**src/rtl/alu_seq_if.sv**
```systemverilog
// Request/response bundle for alu_seq: operands and opcode in, result and flags out,
// each direction with its own valid/ready handshake.
interface alu_seq_if #(
  parameter int WIDTH = 8
);
  logic             InValid;
  logic             InReady;
  logic [3:0]       ALUOp;
  logic [WIDTH-1:0] A;
  logic [WIDTH-1:0] B;
  logic             OutValid;
  logic             OutReady;
  logic [WIDTH-1:0] Result;
  logic             Zero;
  logic             Carry;

  modport master (
    output InValid, ALUOp, A, B, OutReady,
    input  InReady, OutValid, Result, Zero, Carry
  );

  modport slave (
    input  InValid, ALUOp, A, B, OutReady,
    output InReady, OutValid, Result, Zero, Carry
  );
endinterface

```
**src/rtl/alu_seq.sv**
```systemverilog
// Sequential ALU with IDLE/DONE handshake FSM. Defining ALU_SEQ_MUL_EN adds opcode 1010,
// a shift-add multiply that runs WIDTH cycles in an extra BUSY state.
module alu_seq #(
  parameter int WIDTH = 8
) (
  input  logic     CLK,
  input  logic     Reset,
  alu_seq_if.slave bus
);

`ifdef ALU_SEQ_MUL_EN
  typedef enum logic [1:0] {IDLE = 2'd0, BUSY = 2'd1, DONE = 2'd2} state_t;
  localparam int             CW       = $clog2(WIDTH);
  localparam logic [CW-1:0]  CNT_LAST = CW'(WIDTH - 1);
  localparam logic [CW-1:0]  CNT_ONE  = CW'(1);
  localparam logic [CW-1:0]  CNT_ZERO = CW'(0);
  localparam logic [3:0]     MUL_OP   = 4'b1010;
`else
  typedef enum logic [1:0] {IDLE = 2'd0, DONE = 2'd2} state_t;
`endif

  localparam logic [WIDTH-1:0] ZERO_W  = {WIDTH{1'b0}};
  localparam logic [WIDTH-1:0] WIDTH_V = WIDTH[WIDTH-1:0];

  // Bit WIDTH of the return value is the carry/borrow flag.
  function automatic logic [WIDTH:0] alu_fn(input logic [3:0] op,
                                            input logic [WIDTH-1:0] a,
                                            input logic [WIDTH-1:0] b);
    logic [WIDTH:0] r;
    r = {(WIDTH+1){1'b0}};
    case (op)
      4'b0000: r = {1'b0, a} + {1'b0, b};
      4'b0001: r = {1'b0, a | b};
      4'b0010: r = {1'b0, a & b};
      4'b0011: r = {{WIDTH{1'b0}}, (b > a)};
      4'b0100: r = {{WIDTH{1'b0}}, (b == a)};
      4'b0101: r = {{WIDTH{1'b0}}, (b != a)};
      4'b0110: r = (a >= WIDTH_V) ? {(WIDTH+1){1'b0}} : {1'b0, b >> a};
      4'b0111: r = (a >= WIDTH_V) ? {(WIDTH+1){1'b0}} : {1'b0, b << a};
      4'b1000: r = {1'b0, ~b};
      4'b1001: r = {1'b0, a} - {1'b0, b};
      default: r = {(WIDTH+1){1'b0}};
    endcase
    return r;
  endfunction

  state_t           state_q, state_d;
  logic [WIDTH-1:0] result_q, result_d;
  logic             zero_q, zero_d;
  logic             carry_q, carry_d;
  logic             in_ready_q;
  logic             out_valid_q;
  logic [WIDTH:0]   alu_res_s;
`ifdef ALU_SEQ_MUL_EN
  logic [WIDTH-1:0] mcand_q, mcand_d;
  logic [WIDTH-1:0] mplier_q, mplier_d;
  logic [WIDTH-1:0] acc_q, acc_d;
  logic [CW-1:0]    cnt_q, cnt_d;
`endif

  assign alu_res_s = alu_fn(bus.ALUOp, bus.A, bus.B);

  // Next-state and next-output logic for the handshake FSM and multiplier datapath.
  always_comb begin
    state_d  = state_q;
    result_d = result_q;
    zero_d   = zero_q;
    carry_d  = carry_q;
`ifdef ALU_SEQ_MUL_EN
    mcand_d  = mcand_q;
    mplier_d = mplier_q;
    acc_d    = acc_q;
    cnt_d    = cnt_q;
`endif
    case (state_q)
      IDLE: begin
        if (bus.InValid) begin
`ifdef ALU_SEQ_MUL_EN
          if (bus.ALUOp == MUL_OP) begin
            state_d  = BUSY;
            mcand_d  = bus.A;
            mplier_d = bus.B;
            acc_d    = ZERO_W;
            cnt_d    = CNT_ZERO;
          end else begin
            state_d  = DONE;
            result_d = alu_res_s[WIDTH-1:0];
            carry_d  = alu_res_s[WIDTH];
            zero_d   = (alu_res_s[WIDTH-1:0] == ZERO_W);
          end
`else
          state_d  = DONE;
          result_d = alu_res_s[WIDTH-1:0];
          carry_d  = alu_res_s[WIDTH];
          zero_d   = (alu_res_s[WIDTH-1:0] == ZERO_W);
`endif
        end else begin
          state_d = IDLE;
        end
      end
`ifdef ALU_SEQ_MUL_EN
      // One multiplier bit per cycle; bits shifted past WIDTH are dropped.
      BUSY: begin
        acc_d    = acc_q + (mplier_q[0] ? mcand_q : ZERO_W);
        mcand_d  = mcand_q << 1;
        mplier_d = mplier_q >> 1;
        cnt_d    = cnt_q + CNT_ONE;
        if (cnt_q == CNT_LAST) begin
          state_d  = DONE;
          result_d = acc_d;
          zero_d   = (acc_d == ZERO_W);
          carry_d  = 1'b0;
        end else begin
          state_d = BUSY;
        end
      end
`endif
      DONE: begin
        if (bus.OutReady) begin
          state_d = IDLE;
        end else begin
          state_d = DONE;
        end
      end
      default: begin
        state_d = IDLE;
      end
    endcase
  end

  // State, result flags and handshake outputs, all registered; Reset wins over everything.
  always_ff @(posedge CLK) begin
    if (Reset) begin
      state_q     <= IDLE;
      result_q    <= ZERO_W;
      zero_q      <= 1'b1;
      carry_q     <= 1'b0;
      in_ready_q  <= 1'b1;
      out_valid_q <= 1'b0;
`ifdef ALU_SEQ_MUL_EN
      mcand_q     <= ZERO_W;
      mplier_q    <= ZERO_W;
      acc_q       <= ZERO_W;
      cnt_q       <= CNT_ZERO;
`endif
    end else begin
      state_q     <= state_d;
      result_q    <= result_d;
      zero_q      <= zero_d;
      carry_q     <= carry_d;
      in_ready_q  <= (state_d == IDLE);
      out_valid_q <= (state_d == DONE);
`ifdef ALU_SEQ_MUL_EN
      mcand_q     <= mcand_d;
      mplier_q    <= mplier_d;
      acc_q       <= acc_d;
      cnt_q       <= cnt_d;
`endif
    end
  end

  assign bus.InReady  = in_ready_q;
  assign bus.OutValid = out_valid_q;
  assign bus.Result   = result_q;
  assign bus.Zero     = zero_q;
  assign bus.Carry    = carry_q;

endmodule
```
**src/flat_wrapper.sv**
```systemverilog
// flat-port wrapper written by rule: the top's interface ports become plain ports
module alu_seq_flat 
#(
  parameter int WIDTH = 8
)
  (CLK, Reset, bus_InValid, bus_ALUOp, bus_A, bus_B, bus_OutReady, bus_InReady, bus_OutValid, bus_Result, bus_Zero, bus_Carry);
  alu_seq_if #(.WIDTH(WIDTH)) bus_i ();
  input  logic CLK;
  input  logic Reset;
  input wire logic [$bits(bus_i.InValid)-1:0] bus_InValid;
  input wire logic [$bits(bus_i.ALUOp)-1:0] bus_ALUOp;
  input wire logic [$bits(bus_i.A)-1:0] bus_A;
  input wire logic [$bits(bus_i.B)-1:0] bus_B;
  input wire logic [$bits(bus_i.OutReady)-1:0] bus_OutReady;
  output wire logic [$bits(bus_i.InReady)-1:0] bus_InReady;
  output wire logic [$bits(bus_i.OutValid)-1:0] bus_OutValid;
  output wire logic [$bits(bus_i.Result)-1:0] bus_Result;
  output wire logic [$bits(bus_i.Zero)-1:0] bus_Zero;
  output wire logic [$bits(bus_i.Carry)-1:0] bus_Carry;
  assign bus_i.InValid = bus_InValid;
  assign bus_i.ALUOp = bus_ALUOp;
  assign bus_i.A = bus_A;
  assign bus_i.B = bus_B;
  assign bus_i.OutReady = bus_OutReady;
  assign bus_InReady = bus_i.InReady;
  assign bus_OutValid = bus_i.OutValid;
  assign bus_Result = bus_i.Result;
  assign bus_Zero = bus_i.Zero;
  assign bus_Carry = bus_i.Carry;
  alu_seq #(.WIDTH(WIDTH)) u_core (.CLK(CLK), .Reset(Reset), .bus(bus_i));
endmodule
```
**config.mk**
```make
export PLATFORM = sky130hd
export DESIGN_NAME = alu_seq_flat
export DESIGN_NICKNAME = d
export VERILOG_FILES = /design/src/rtl/alu_seq_if.sv /design/src/rtl/alu_seq.sv /design/src/flat_wrapper.sv
export SDC_FILE = /design/constraint.sdc
export NUM_CORES = 1
export LEC_CHECK = 0
export CAP_MARGIN = 20
export CORE_MARGIN = 5
export CORE_UTILIZATION = 59
export DETAILED_ROUTE_END_ITERATION = 12
export DONT_BUFFER_PORTS = 1
export PLACE_DENSITY = 0.77
export SYNTH_ARGS = -nofsm -noshare
export SYNTH_HDL_FRONTEND = slang
export SYNTH_SLANG_ARGS = --single-unit
```
**constraint.sdc**
```tcl
create_clock -name CLK -period 2.9 [get_ports CLK]
set_input_delay 0.58 -clock CLK [delete_from_list [all_inputs] [get_ports CLK]]
set_output_delay 0.58 -clock CLK [all_outputs]
set_load 0.02 [all_outputs]
```
**Yosys cells after proc, flatten, opt, wreduce, memory -nomap -nowiden**

Cells that the tools add are included.

- Bits in registers: 14
- Input bits: 24
- Output and inout port bits: 12

- Muxes and demuxes: 6
- Equal/unequal tests: 13
- Reduce and logical (&&, ||, !) cells: 5
- Add/subtract/negate cells: 2
- Magnitude comparators: 2
- Shift-type cells: 2
- Bitwise logic cells: 3

Operator list:

| operator | count |
|---|---|
| 9-bit case mux with 10 select lines | 1 |
| 4-bit by 3-bit equality test with 1-bit output, second input constant | 4 |
| 8-bit two-way mux | 2 |
| 8-bit by 8-bit adder with 9-bit output | 1 |
| 8-bit by 8-bit subtractor with 9-bit output | 1 |
| 8-bit bitwise AND | 1 |
| 4-bit by 2-bit equality test with 1-bit output, second input constant | 2 |
| 4-bit equality test, second input constant | 2 |
| 8-bit equality test | 1 |
| 8-bit by 4-bit greater-or-equal comparator with 1-bit output, second input constant | 1 |
| 8-bit > comparator | 1 |
| 8-bit zero test | 1 |
| 8-bit != test | 1 |
| 8-bit NOT | 1 |
| 8-bit bitwise OR | 1 |
| 8-bit by 8-bit << shifter with 8-bit output | 1 |
| 8-bit by 8-bit right shift with 8-bit output | 1 |
| 2-bit equality test, second input constant | 2 |
| 4-bit by 1-bit equality test with 1-bit output, second input constant | 1 |
| 2-bit zero test | 2 |
| 4-bit zero test | 1 |
| 2-bit two-way mux | 2 |
| 2-bit case mux with 2 select lines | 1 |
| 2-bit AND reduction | 1 |

**Longest topological paths before layout**

- Depth after elaboration: 4
- Depth in mapped cells: 11
- Mapped depth without buffers: 10

**Worst setup path before layout**

Ideal clock, no wire load.

- Path kind: in2reg
- Start point: in bus_A[2]
- End point: reg u_core.zero_q, in the netlist u_core.bus.Zero
- Setup time: 0.084 ns
- Buffers on the path: 2
- Arrival time: 2.769 ns
- Required time: 2.816 ns
- Setup slack: 0.047 ns
- Stages: 11
- Cell sequence: buf_2 > clkinv_1 > ha_1 > buf_2 > nor3_2 > a2111oi_4 > o21ai_1 > nand3b_1 > a2111oi_2 > nand4_1 > o31ai_2

- Longest elaborated chain between the ends: 4
- Elaborated cells between the ends (all ways): 14

Ends and longest elaborated chain:

| what | RTL line | source |
|---|---|---|
| start, declared | flat_wrapper.sv:12 | `input wire logic [$bits(bus_i.A)-1:0] bus_A;` |
| 8-bit by 4-bit greater-or-equal comparator with 1-bit output (tied with other cells) | alu_seq.sv:38, alu_seq.sv:39 |  |
| 8-bit two-way mux, on equally long branches | alu_seq.sv:39, alu_seq.sv:38 |  |
| 9-bit case mux with 10 select lines (*) | alu_seq.sv:31 | `case (op)` |
| 8-bit zero test (*) | alu_seq.sv:95 | `zero_d = (alu_res_s[WIDTH-1:0] == ZERO_W);` |
| end signal, assigned | alu_seq.sv:149 | `zero_q <= zero_d;` |
| end, declared | alu_seq.sv:49 | `logic zero_q, zero_d;` |

Mark *: on every way between the ends. The rest lies on a longest branch, timed or not.
A chain may end at the register's enable or synchronous reset.

**Final worst setup path**

- Start point: in bus_A[1]
- End point: reg u_core.zero_q, in the netlist u_core.bus.Zero

Same word-level chain as after synthesis.

==> results_dict.tcl <==
set metrics [dict create \
    cp_cell_sequence "inv_1 > ha_1 > o21bai_1 > a2111oi_4 > o21ai_1 > nand3b_1 > a2111oi_2 > nand4_1 > o31ai_2" \
    synth-simple-area-share_pct 27.0 \
    ctsRootBufferMaster "clkbuf_8" \
    netlist_top_cells_area "ha_1 14%, dfxtp_1 10%, mux2i_1 6.1%, a21oi_1 5.4%, nor2_1 4.3%" \
    drive_above_1_share_pct 13.1 \
    regArea_um2 240 \
    tightest_slew_ns 0.743 \
    port_buffers 0 \
    setup-tns-final_ns 0 \
    skew_ns 0.00302 \
    clk_latency_ns 0.24 \
    yosysUniqueCellTypes 67 \
    synth_mux_area_share_pct 6.59 \
    worstPathMaxFanout 24 \
    required_ns 3.06 \
    die-area_um2 5240 \
    pre_cts_slack_ns 0.0861 \
    fin_ws_ns 0.298 \
    endpoint_kind "register" \
    syn_avg_cell_area_um2 7.70 \
    postCtsHoldBufs 0 \
    clk_pin_slew_ns 0.05 \
    crit_buf_inv 1 \
    grt_usage_pct 25.8 \
    num_antenna_cells 0 \
    fill_cells 337 \
    drt_pass1_iterations 7 \
    cts_buffers 3 \
    outcome "finished, final reports clean" \
    antenna_found_initial 0 \
    setup_violations 0 \
    final_cells 339 \
    rsz0062_at_grt "no" \
    dpl.cell_count 336 \
    final_nets 344 \
    crit_family "compound AO/OA/AOI/OAI gates" \
    arrival_ns 2.76 \
    ys.flop_type "dfxtp_1" \
    multi_input_area_um2 1870 \
    synth_seq_cells 12 \
    cts_setup_buffers 0 \
    rows 22 \
    remaining_drc_errors 0 \
    drt-wirelength-per-cell_um 19.7 \
    hpwl_mm 5.33 \
    area_growth_syn_to_layout_pct 3.22 \
    ir_drop_uv 168 \
    fin_crit_sh_pct 89.7 \
    leakagePower_nw 0.944 \
    grt-ovfl-total 0 \
    fin_crit_ns 2.60 \
    cts.repair.resized 0 \
    p_per_area_nw_per_um2 266 \
    synth_adder_area_share_pct 15.4 \
    clock_path_buffers 2 \
    synth_edf_count 0 \
    critPathLaunchType "input port" \
    synthCells 298 \
    globalplace.congestion 0.994 \
    yosysSeqAreaShare_pct 10.5 \
    num_vias 2324 \
    yosys.area.top_type "ha_1" \
    fmax_ghz 0.384 \
    grt_pass1_wl_mm 10.8 \
    synth_top_area_share_pct 13.6 \
    max_stage_delay_ns 0.45 \
    grt_start_max_net_pins 25 \
    io_pins 36 \
    cpMaxStageDelayCell "a2111oi_2" \
    finalHoldViolations 0 \
    htreeDepth 1 \
    routed_via_density 6.86 \
    synth_top_family_by_area "compound AO/OA/AOI/OAI gates" \
    synth_compound_area_share_pct 31.9 \
    cts_tree "yes" \
    clkSinkCount 12 \
    start_util_pct 61.8 \
    drt_iter0_markers 329 \
    async_reset_ff_share_pct 0 \
    postLayoutCellArea_um2 2370 \
    slew_headroom_pct 49.7 \
    syn_area_um2 2300 \
    yosys_warnings 0 \
    mostFrequentLayoutCell "nor2_1" \
    path_class "input port to register" \
    fp.dieH_um 72.4 \
    drv_cap 0 \
    core_um2 3720 \
    hp-class "input port to register" \
    final_antenna_net_count 0 \
    mostFrequentLayoutCells "26 x nor2_1, 25 x a21oi_1, 25 x ha_1" \
    slew_violations 0 \
    die_w_um 72.4 \
    syn_nets 349 \
    synthXorXnorAreaFrac_pct 0.763 \
    wirelength_mm 6.69 \
    placed_cell_area_um2 2330 \
    grt_pass1_vias 2131 \
]
power breakdown:
part	switching (mW)	internal, mW
registers	0.0265	0.180
clock network	0.0568	0.0911
logic	0.157	0.119
layout make-up:
type                       count  share of cell area [%]
sequential                    12                    10.1
inverter                      25                    3.96
multi-input combinational    243                    79.1
timing repair buffer           8                    2.53
clock buffer                   3                    1.74
tap                           48                    2.53
worst register-to-register path: cells and delay by family (launching register included):
| family | cells | cell delay, ns |
|---|---|---|
| simple gates | 3 | 0.60 |
| buf+inv | 1 | 0.20 |
| compound gates | 4 | 0.58 |
| flops | 1 | 0.39 |
path summary, 6_finish.rpt:
kind,from,slack (ns),to,cells past startpoint
setup / recovery,bus_A[1],0.30,u_core.bus.Zero$_SDFFE_PP1P_,9
hold / removal,Reset,0.39,u_core.bus.Result[5]$_SDFFE_PP0P_,1
setup reg to reg,u_core.bus.OutValid$_SDFF_PP0_,1.04,u_core.bus.Zero$_SDFFE_PP1P_,8
hold reg to reg,u_core.bus.Result[6]$_SDFFE_PP0P_,0.55,u_core.bus.Result[6]$_SDFFE_PP0P_,2
stage by stage:
stage | util (%) | total power [mW] | hold slack (ns)
after floorplan | - | 0.443 | 0.535
after global placement | 62.7 | 0.476 | 0.548
after detailed placement | 62.7 | 0.479 | 0.552
after CTS | 63.8 | 0.629 | 0.391
after global routing | 63.8 | 0.676 | 0.381
final | 63.8 | 0.630 | 0.395
registers in the layout (all words and copies together) (netlist names):
register	flops
u_core.bus.Result	8
u_core.bus.Carry	1
u_core.bus.InReady	1
u_core.bus.OutValid	1
u_core.bus.Zero	1
cell usage after synthesis, types with 3 or more instances:
library cell,instances
o221ai_1,4
dfxtp_1,12
nor2b_1,6
nand4_1,3
clkbuf_1,7
o22ai_1,4
nor3_1,12
o21ai_0,12
ha_1,25
nand3b_1,3
a2111oi_2,3
nor4_1,8
buf_2,10
mux2i_1,14
nor2_1,26
inv_1,22
o31ai_1,3
nor4_2,4
a21oi_1,25
nor3b_1,3
nand2_1,18
nand2b_1,6
a211oi_1,6
o21ai_1,4
routing by layer:
| layer | vias to the layer above | global-route usage [%] | routed length (um) |
|---|---|---|---|
| met2 | 138 | 38.1 | 2940 |
| met4 | 0 | 5.33 | 115 |
| li1 | 1108 | - | - |
| met3 | 12 | 6.23 | 678 |
| met5 | - | 0 | 0 |
| met1 | 1066 | 37.8 | 2950 |
kinds of logic (layout without fill, tap and decap cells):
kind of cell	Yosys count	count (layout)
adders and majority gates	27	27
AOI/OAI and AO/OA	94	94
xor gates and xnor gates	2	2
buffers and inverters	43	36
muxes	15	15
DFF	12	12
and+or+nand+nor	105	105
No activity file was read; power rests on OpenSTA's default activity.
==> RTL change 1: new RTL, config.mk and constraints unchanged <==
The option `ALU_SEQ_MUL_EN` is turned on by a define.
--- a/src/rtl/alu_seq.sv
+++ b/src/rtl/alu_seq.sv
@@ -1,4 +1,6 @@
 // Sequential ALU with IDLE/DONE handshake FSM. Defining ALU_SEQ_MUL_EN adds opcode 1010,
 // a shift-add multiply that runs WIDTH cycles in an extra BUSY state.
+`define ALU_SEQ_MUL_EN
+
 module alu_seq #(
   parameter int WIDTH = 8
Behaviour: not the same (Yosys sat finds a counterexample within 4 cycles, from zero or initial values and one cycle with Reset high).
==> RTL change 1 against the original RTL <==
- final area up 70%
- worst hold slack got worse by 0.061 ns
- synthesized area rose by 70%
- worst setup slack got worse by 0.059 ns
- highest routed layer unchanged
- power increased by 130%
- clock skew up 0.0065 ns
- critical endpoint unchanged
- sequential cell count is 29 higher
- non-clock buffer count up 3
- global-route usage is 1.5 points higher
- sequential power rose to 3.0 times the old value
- critical path depth grew 1
- routed wire length grew 71%
- largest cell class unchanged
- register-to-register slack worse by 0.80 ns
==> RTL change 1: results (changes against the original RTL) <==
synthCells: 495  # was 298
port_buffers: 0  # unchanged
htreeDepth: 2  # was 1
ctsLongestPathBuffers: 2  # unchanged
r2r_start: "u_core.mplier_q[0]$_SDFFE_PP0P_"  # was u_core.bus.OutValid$_SDFF_PP0_
r2r_end: "u_core.bus.Zero$_SDFFE_PP1P_"  # unchanged
gr-usage-met3_pct: 5.372  # was 6.233%
via_per_inst: 6.862  # was 6.855
wirelength_um: 11430  # was 6687 um
fillers: 586  # was 337
first_pass_iters: 5  # was 7
ys_seq_area_share_pct: 21.06  # was 10.46%
grt_max_degree: 41  # was 25
p_int_uw: 1065  # was 389.4 uW
clk-insertion-delay-late_ns: 0.30  # was 0.24 ns
cts_buffers: 5  # was 3
cts_setup_buffers: 0  # unchanged
gp_congestion: 0.9737  # was 0.9940
worst_slew_pin_slew_ns: 0.5151  # was 0.7434 ns
drt_iter0_drc: 294  # was 329
cts.repair.resized: 0  # unchanged
fin_skew_ns: 0.009511  # was 0.003020 ns
max_stage_delay_ns: 0.48  # was 0.45 ns
grt.total_usage_pct: 27.31  # was 25.77%
met2_usage_pct: 42.91  # was 38.12%
grt_use_met1_pct: 38.77  # was 37.77%
grt_pass1_wl_um: 18690  # was 10,840 um
dpl.cell_count: 543  # was 336
hold_path_end: "u_core.acc_q[6]$_SDFFE_PP0P_"  # was u_core.bus.Result[5]$_SDFFE_PP0P_
clk_pin_slew_ns: 0.09  # was 0.05 ns
synthTopCellsByArea: "dfxtp_1 (21%), ha_1 (11%), nand2_1 (5.5%), nor2_1 (5.0%), a21oi_1 (4.2%)"  # was ha_1 (14%), dfxtp_1 (10%), mux2i_1 (6.1%), a21oi_1 (5.4%), nor2_1 (4.3%)
antenna_found_initial: 0  # unchanged
async_flop_share_pct: 0  # unchanged
hold_viol: 0  # unchanged
cp_data_arrival_time_ns: 2.87  # was 2.76 ns
hold-path-cell-count: 1  # unchanged
drive_above_1_share_pct: 8.650  # was 13.06%
setup.worst_path.start_class: "flip-flop"  # was input port
min_path_type: "in -> reg"  # unchanged
synth_commonest_cells: "nand2_1 (57), nor2_1 (52), dfxtp_1 (41), a21oi_1 (33), ha_1 (33)"  # was nor2_1 (26), a21oi_1 (25), ha_1 (25), inv_1 (22), nand2_1 (18)
reg2reg_depth: 10  # was 8
ys.flop_type: "dfxtp_1"  # unchanged
slowest_stage: "or4_1"  # was a2111oi_2
final_nets: 533  # was 344
vdd_drop_max_mv: 0.4925  # was 0.1682 mV
min-delay-start: "Reset"  # unchanged
cts-root-buf: "clkbuf_8"  # unchanged
grt_pass1_vias: 3536  # was 2,131
p_leak_uw: 0.001550  # was 0.0009442 uW
wire_per_inst_um: 20.75  # was 19.73 um
synth.distinct_cells: 77  # was 67
syn_nets: 555  # was 349
dp_hpwl_um: 8369  # was 5329 um
r2r_setup_slack_ns: 0.24  # was 1.04 ns
ys_warn_count: 0  # unchanged
diodes: 0  # unchanged
path_max_fanout: 9  # was 24
status: "complete, no violations"  # unchanged
RTL change 1: cell types whose count changed after synthesis, sizes merged, moves of 8 or more:
cell / unedited run / this run
nand2: 18 / 57
and2: 0 / 8
nor2: 27 / 52
a21oi: 25 / 34
dfxtp: 12 / 41
nand3: 1 / 15
clkbuf: 7 / 28
a311oi: 0 / 14
ha: 25 / 33
mux2i: 14 / 6
RTL change 1: stage by stage:
stage	hold slack [ns]	setup slack [ns]	area [um^2]	power, uW
2_1_floorplan	0.4321	0.04105	3908	902.5
3_3_place_gp	0.4392	0.1232	3894	927.8
3_5_place_dp	0.4411	0.05372	3894	930.8
4_1_cts	0.3308	0.2592	4028	1473
5_1_grt	0.3293	0.1013	4028	1534
6_report	0.3335	0.2387	4028	1475
RTL change 1: power groups by stage:
stage | Sequential (uW) | Combinational, uW | Clock, uW
after floorplan | 623 | 279 | 0
after CTS | 617 | 301 | 555
after global placement | 630 | 298 | 0
after global routing | 620 | 337 | 577
after detailed placement | 631 | 300 | 0
final | 617 | 306 | 552
RTL change 1: kinds of logic after synthesis:
group / count (synthesis) / share of synthesized area (%)
DFF: 41 / 21.06
xor gates and xnor gates: 10 / 2.247
adders and majority gates: 36 / 12.13
muxes: 15 / 6.164
buffers and inverters: 67 / 7.384
AOI/OAI and AO/OA: 138 / 25.68
and+or+nand+nor: 188 / 25.33
RTL change 1: critical path: cells and delay by family, from the launching register on:
family	cells	cell delay [ns]
AO/OA/AOI/OAI	5	0.79
flip-flops	1	0.38
XOR/XNOR	1	0.11
adder cells (fa/ha/maj)	2	0.61
AND/OR/NAND/NOR	2	0.67
RTL change 1: cell type report:
type,count,area share [%]
Multi-Input combinational cell,387,69.34
Clock buffer,5,1.709
Clock inverter,3,1.615
Sequential cell,41,20.38
Inverter,27,2.516
Timing Repair Buffer,11,2.050
Tap cell,77,2.392
RTL change 1: worst max-delay path by stage:
stage | endpoint | cells past startpoint
final | u_core.bus.Zero$_SDFFE_PP1P_ | 10
after global routing | u_core.bus.Zero$_SDFFE_PP1P_ | 10
after global placement | u_core.bus.Zero$_SDFFE_PP1P_ | 10
after CTS | u_core.bus.Zero$_SDFFE_PP1P_ | 10
after detailed placement | u_core.bus.Zero$_SDFFE_PP1P_ | 10
after floorplan | u_core.bus.Zero$_SDFFE_PP1P_ | 14
RTL change 1: metal layers:
| layer | vias up | routed length [um] |
|---|---|---|
| met5 | - | 0 |
| met4 | 0 | 159 |
| met3 | 15 | 1112 |
| met2 | 203 | 5119 |
| met1 | 1784 | 5042 |
| li1 | 1779 | - |
==> RTL change 2: new RTL, same settings <==
Made on the original files. Make the reset (`Reset`) asynchronous in one clocked block.
--- a/src/rtl/alu_seq.sv
+++ b/src/rtl/alu_seq.sv
@@ -130,5 +130,5 @@
 
   // State, result flags and handshake outputs, all registered; Reset wins over everything.
-  always_ff @(posedge CLK) begin
+  always_ff @(posedge CLK or posedge Reset) begin
     if (Reset) begin
       state_q     <= IDLE;
Behaviour: differs if Reset is asserted again (counterexample within 4 cycles, from zero or initial values and one cycle with Reset high); with Reset held inactive, the same outputs for 10 cycles.
==> RTL change 2 against the original RTL <==
- power up 19%
- final area up 2.3%
- synthesized area is 1.4% lower
- non-clock buffer count up 7
- sequential cell count unchanged
- register-to-register slack got worse by 0.17 ns
- worst setup slack lost 0.11 ns
- routed wire length is 2.3% higher
- clock skew shrank 0.0027 ns
- first-iteration DRC count down 16%
- critical path type unchanged
- largest power group unchanged
- highest routed layer unchanged
==> RTL change 2: results (changes against the original RTL) <==
synth_xor_xnor_area_share_pct: 1.548  # was 0.7629%
async_flop_share_pct: 100.0  # was 0%
cp_data_arrival_time_ns: 2.86  # was 2.76 ns
ys.flop_type: "dfrtp_1"  # was dfxtp_1
multiInputGateArea_mm2: 0.001795  # was 0.001874 mm^2
startpoint: "bus_A[0]"  # was bus_A[1]
worst_slew_pin_slew_ns: 1.013  # was 0.7434 ns
slowest_stage: "or4_1"  # was a2111oi_2
non_clock_inverter_count: 27  # was 25
status: "complete, no violations"  # unchanged
dp_hpwl_um: 5352  # was 5329 um
r2r_start: "u_core.bus.OutValid$_DFF_PP0_"  # was u_core.bus.OutValid$_SDFF_PP0_
synthTopCellsByArea: "ha_1 (14%), dfrtp_1 (11%), mux4_2 (6.0%), inv_1 (4.5%), nor2_1 (4.5%)"  # was ha_1 (14%), dfxtp_1 (10%), mux2i_1 (6.1%), a21oi_1 (5.4%), nor2_1 (4.3%)
wire_per_inst_um: 20.35  # was 19.73 um
num-multi-input-gates: 230  # was 243
muxShareOfSynthArea_pct: 14.26  # was 6.594%
max_stage_delay_ns: 0.55  # was 0.45 ns
synth_fa_ha_area_share_pct: 15.59  # was 15.37%
synth_compound_area_share_pct: 25.48  # was 31.93%
drt_iter0_drc: 275  # was 329
grt_max_degree: 24  # was 25
p_leak_uw: 0.001055  # was 0.0009442 uW
via_per_inst: 7.060  # was 6.855
seqCellArea_um2: 302.8  # was 240.2 um^2
num-clock-buffers: 4  # was 3
gr-usage-met3_pct: 5.263  # was 6.233%
vdd_drop_max_mv: 0.1585  # was 0.1682 mV
syn_nets: 336  # was 349
buffers: 15  # was 8
fin_skew_ns: 0.0003692  # was 0.003020 ns
r2r_setup_slack_ns: 0.87  # was 1.04 ns
grt_pass1_wl_um: 11030  # was 10,840 um
synth.distinct_cells: 62  # was 67
buf_share_pct: 4.644  # was 2.534%
grt.total_usage_pct: 26.57  # was 25.77%
antenna_found_initial: 0  # unchanged
path_max_fanout: 16  # was 24
reg2reg_depth: 5  # was 8
clkCellAreaFrac_pct: 1.858  # was 1.742%
fillers: 325  # was 337
min_path_type: "in -> async"  # was in -> reg
grt_pass1_vias: 2199  # was 2,131
largest_reg_flops: 8  # unchanged
grt_use_met1_pct: 35.79  # was 37.77%
first_pass_iters: 5  # was 7
gp_congestion: 0.9501  # was 0.9940
drive_above_1_share_pct: 13.54  # was 13.06%
RTL change 2: cell types whose count changed after synthesis, sizes merged, moves of 6 or more:
cell | before | now
nor4 | 12 | 6
mux4 | 0 | 8
a21oi | 25 | 17
nor3 | 13 | 7
dfrtp | 0 | 10
dfxtp | 12 | 0
RTL change 2: through the flow:
stage               utilization [%]  instances  worst slack (ns)  hold WS (ns)  area [um^2]
floorplan                         -        285           -0.1345        0.4433         2315
global placement              64.42        332           0.01205        0.4841         2376
detailed placement            64.42        332          -0.07883        0.4919         2376
CTS                           65.64        336            0.1395        0.2419         2421
global route                  65.74        336           0.02538        0.2663         2425
finish                        65.74        336            0.1840        0.2303         2425
RTL change 2: routing by layer:
layer / share of wire [%] / vias up
met5: 0 / -
met4: 2.4 / 0
met3: 12 / 25
met2: 47 / 161
met1: 39 / 1113
li1: - / 1073
RTL change 2: where the power goes:
group	internal [uW]	switching (uW)	total, uW
sequential	209	74.4	284
combinational	147	167	314
clock	96.6	57.7	154
total	453	299	752
